--- src/rtl/misr_reg.sv ---
// Signature register of the checker: a Galois-style MISR that folds one Y_W-bit
// sample per enabled clock, with a synchronous load back to SEED.
module misr_reg #(
  parameter int             Y_W  = 127,
  parameter logic [Y_W-1:0] POLY = Y_W'(3),
  parameter logic [Y_W-1:0] SEED = '0
) (
  input  logic           clk,
  input  logic           rst,
  input  logic           load_i,
  input  logic           en_i,
  input  logic [Y_W-1:0] y_i,
  output logic [Y_W-1:0] sig_o
);

  logic [Y_W-1:0] sig_q;
  logic [Y_W-1:0] sig_d;

  // NOTE: sig_d is assigned its hold value first so every path drives it and no latch is inferred.
  always_comb begin
    sig_d = sig_q;
    if (load_i) begin
      sig_d = SEED;
    end else if (en_i) begin
      // The bit shifted out of the top is consumed by the feedback, then dropped.
      sig_d = {sig_q[Y_W-2:0], 1'b0} ^ (sig_q[Y_W-1] ? POLY : '0) ^ y_i;
    end
  end

  // NOTE: state registers use non-blocking assignments so all flops update together at the edge.
  always_ff @(posedge clk) begin
    if (rst) begin
      sig_q <= SEED;
    end else begin
      sig_q <= sig_d;
    end
  end

  assign sig_o = sig_q;

endmodule

--- config.mk ---
export PLATFORM = sky130hd
export DESIGN_NAME = misr_reg
export DESIGN_NICKNAME = d
export VERILOG_FILES = /design/src/rtl/misr_reg.sv
export SDC_FILE = /design/constraint.sdc
export NUM_CORES = 1
export LEC_CHECK = 0
export CORE_ASPECT_RATIO = 0.5
export CORE_MARGIN = 2
export CORE_UTILIZATION = 37
export DETAILED_ROUTE_END_ITERATION = 8
export PLACE_DENSITY = 0.86
export SYNTH_ARGS = -nofsm -noshare
export SYNTH_HDL_FRONTEND = slang
export SYNTH_SLANG_ARGS = --single-unit
export TNS_END_PERCENT = 50
--- constraint.sdc ---
create_clock -name clk -period 1 [get_ports clk]
set_input_delay 0.2 -clock clk [delete_from_list [all_inputs] [get_ports clk]]
set_output_delay 0.2 -clock clk [all_outputs]
set_load 0.03 [all_outputs]
# Yosys cells after proc, flatten, opt, wreduce, memory -nomap -nowiden
# Cells that the tools add are included.
# word_totals
register_bits	127
inputBits	131
out_inout_bits	127
word_cells	5
# op_classes
muxes	1
bitwise_logic	2
reduce_logical	1
# op_table
op	n
127-bit bitwise XOR	1
127-bit by 2-bit bitwise XOR with 127-bit output	1
2-bit two-way mux	1
2-bit OR reduction	1

# Longest topological paths before layout
# depth
depth_word	3
ltp_mapped	5
depth_no_buf	3

# Worst setup path after synthesis
# Ideal clock, no wire load.
# synth_path
path_type	reg-to-reg
from	register sig_q[126] (netlist: sig_o[126])
to	register sig_q[1] (netlist: sig_o[1])
setup_ns	0.117
arrival_ns	1.166
setup_slack_ns	-0.284
stages_incl_launch_ff	4
path_buffers	0
cell_sequence	dfxtp_1 xor3_1 mux2i_1 nor2_1
# synth_between
elab_chain_cells	3
# synth_lines
item	line	source
from (decl)	16	logic [Y_W-1:0] sig_q;
from (signal assigned)	35	sig_q <= sig_d;
2-bit two-way mux	26	sig_d = {sig_q[Y_W-2:0], 1'b0} ^ (sig_q[Y_W-1] ? POLY : '0) ^ y_i;
127-bit by 2-bit bitwise XOR with 127-bit output	26	
127-bit bitwise XOR	26	
# Every way passes these cells.
# A chain may end at the register's enable or synchronous reset.

# Worst setup path after layout
# layout_path
from	register sig_q[0] (netlist: sig_o[0])
to	output sig_o[0]
# layout_rtl
item	line	source
to (decl)	13	output logic [Y_W-1:0] sig_o
# No word-level cell between the ends.

==> results.md <==
* Post-route minimum period at 1190 ps
* Routed via count at 6,174
* Maxcap violations at 0
* Final hold violations at 0
* Fmax at 838 MHz
* Pwr/cell area at 1470 nW/um^2
* Max FFs per register at 127
* Mapped Cells at 551
* Number of global-route vias before repair at 6,166
* DRT iter0 DRCs at 372
* Post-DP HPWL at 12,100 microns
* H-Tree Depth at 4
* Worst setup EP type: output pin
* Clock transition at path regs at 60 ps
* Rows at 31
* CP max FO at 2
* Synth warnings at 0
* Fill count at 853
* Share of layout cells above drive strength 1 at 52.6%
* Post-route setup TNS at -12,660 ps
* GRT overflow at 0
* WL/cell at 22.0 microns
* Cts hold-fix bufs at 0
* Final nets at 1,067
* Maximum clock insertion buffer count at 2
* First-pass GRT wire length at 33,600 microns
* Worst slack, placed at -514 ps
* RSZ-0062 raised after global routing: true
* Cell total after placement at 989
* Leak at 4.18 nW
* Multi-input gate area in the final layout at 2880 sq um
* Synthesized Nets at 682
* Max-slew violations at 0
* Peak VDD IR at 1240 uV
* I/O pins at 258
* Worst skew pair latency at 410 ps
* Max_slew headroom at 77.4%
* Avg Inst Size Synth at 10.0 sq um
* Setup ws final at -194 ps
* Synth-to-Final Area Change at 90.8%
* Pin count of the biggest net entering global routing at 55
* Mapped cell area at 5510 sq um
* Part of the cycle the worst path needs at 119%
* Layout Skew at 7.51 ps
* Initial antenna violation count at 1
* Number of port buffers at 257
* Actual slew at the worst max-slew pin at 336 ps
* Die H at 90.3 microns
* Routability cong. at 0.853
* Total power at 15.4 mW
* Worst EP required at 800 ps
* TritonRoute pass-1 iters at 5
* GRT Overall Usage at 26.9%
* Yosys cell types at 12
* Crit Path Category: reg -> out
* Register Area at 2770 sq um
* Core box area at 14,500 sq um
* TritonCTS Buffers at 17
* Tightest Hold Check Type: in -> reg
* CP Launch Type: flip-flop
* Flop and latch count out of synthesis at 127
* Failing checks: negative setup slack
* Clock root buffer: clkbuf_16
* DRT antenna net count at 0
* Post-DR vias/cell at 5.38
* Sequential area share after synthesis at 46.2%
* Setup-failing EPs final at 148
* CP Data Arrival Time at 990 ps
* Die W at 177 microns
* Starting Density at 38.0%
* Outcome: complete, but fails checks
* Layout Utilization at 72.5%
* Final wirelength at 25,300 microns
* TritonCTS Sinks at 127
* Fin cells at 1,148
* CTS tree: yes
* Die area at 15,900 sq um
* DRC Markers at 0
-- stage by stage --
step,hold WS [ps],cell area (sq um)
finish,180,10500
global placement,495,8060
floorplan,392,5520
CTS,139,10000
global route,173,10500
detailed placement,504,8060
-- where the power goes --
part,total [mW],internal (mW),switching [mW]
clock network,6.40,3.93,2.48
logic,3.50,1.78,1.71
registers,5.54,5.30,0.237
total,15.4,11.0,4.43
-- synthesized netlist by cell type --
master	instances	area, sq um
or2_1	1	6.26
xor3_1	1	23.8
nor2_1	127	477
xnor2_1	126	1100
clkbuf_1	1	3.75
mux2i_1	1	10.0
dfxtp_1	127	2540
a211oi_1	96	721
buf_2	32	160
a211oi_2	30	375
buf_4	4	30.0
buf_6	5	56.3
-- cell families (layout without fill, tap and decap cells) --
kind of cell	count (synthesis)	in the layout	synth area share (%)
DFF	127	127	46.2
other	0	1	0
and+or+nand+nor	128	128	8.77
AOI/OAI and AO/OA	126	126	19.9
xor gates and xnor gates	127	127	20.5
muxes	1	1	0.182
buffers and inverters	42	440	4.54
-- final cells by class --
class                   count  area share [%]
diodes                      1          0.0238
clock buffers              22            4.61
clock inverters            10            1.05
multi-input cells         382            27.4
flip-flops and latches    127            26.4
well taps                 198            2.36
repair buffers            408            38.2
-- final timing paths --
path	startpoint	to	slack, ps	cells past startpoint
worst max-delay path	sig_o[0]	sig_o[0]	-190	2
worst max register to register	sig_o[119]	sig_o[120]	-160	4
worst min-delay path	en_i	sig_o[45]	180	2
worst min register to register	sig_o[63]	sig_o[63]	510	2
-- metal layers --
metal	part of all wire, %	track usage, %	vias up
met4	9.1	17.4	0
met2	50	48.0	367
met3	5.6	5.51	183
met1	35	29.0	2944
li1	-	-	2680
met5	0	0	-
-- critical path, cell delays in order, from the launching register on --
cell and delay, ps:
dfxtp_4 350, buf_6 110, buf_6 130
-- repair_timing --
item,in CTS,in global routing
setup buffers,83,40
endpoints found under the setup margin,179,224
resized for setup,282,31
gates cloned,0,3
pin swaps,1,10
-- cell usage in the layout (no fill, tap or decap), drive strengths merged --
master and instances:
clkbuf 25, nor2 127, a211oi 126, bufinv 2, clkdlybuf4s50 127, xnor2 126, dlymetal6s2s 1, clkinvlp 1
xor3 1, dfxtp 127, buf 276, or2 1, clkinv 7, diode 1, dlygate4sd2 1, mux2i 1
(Power assumes the default switching activity.)
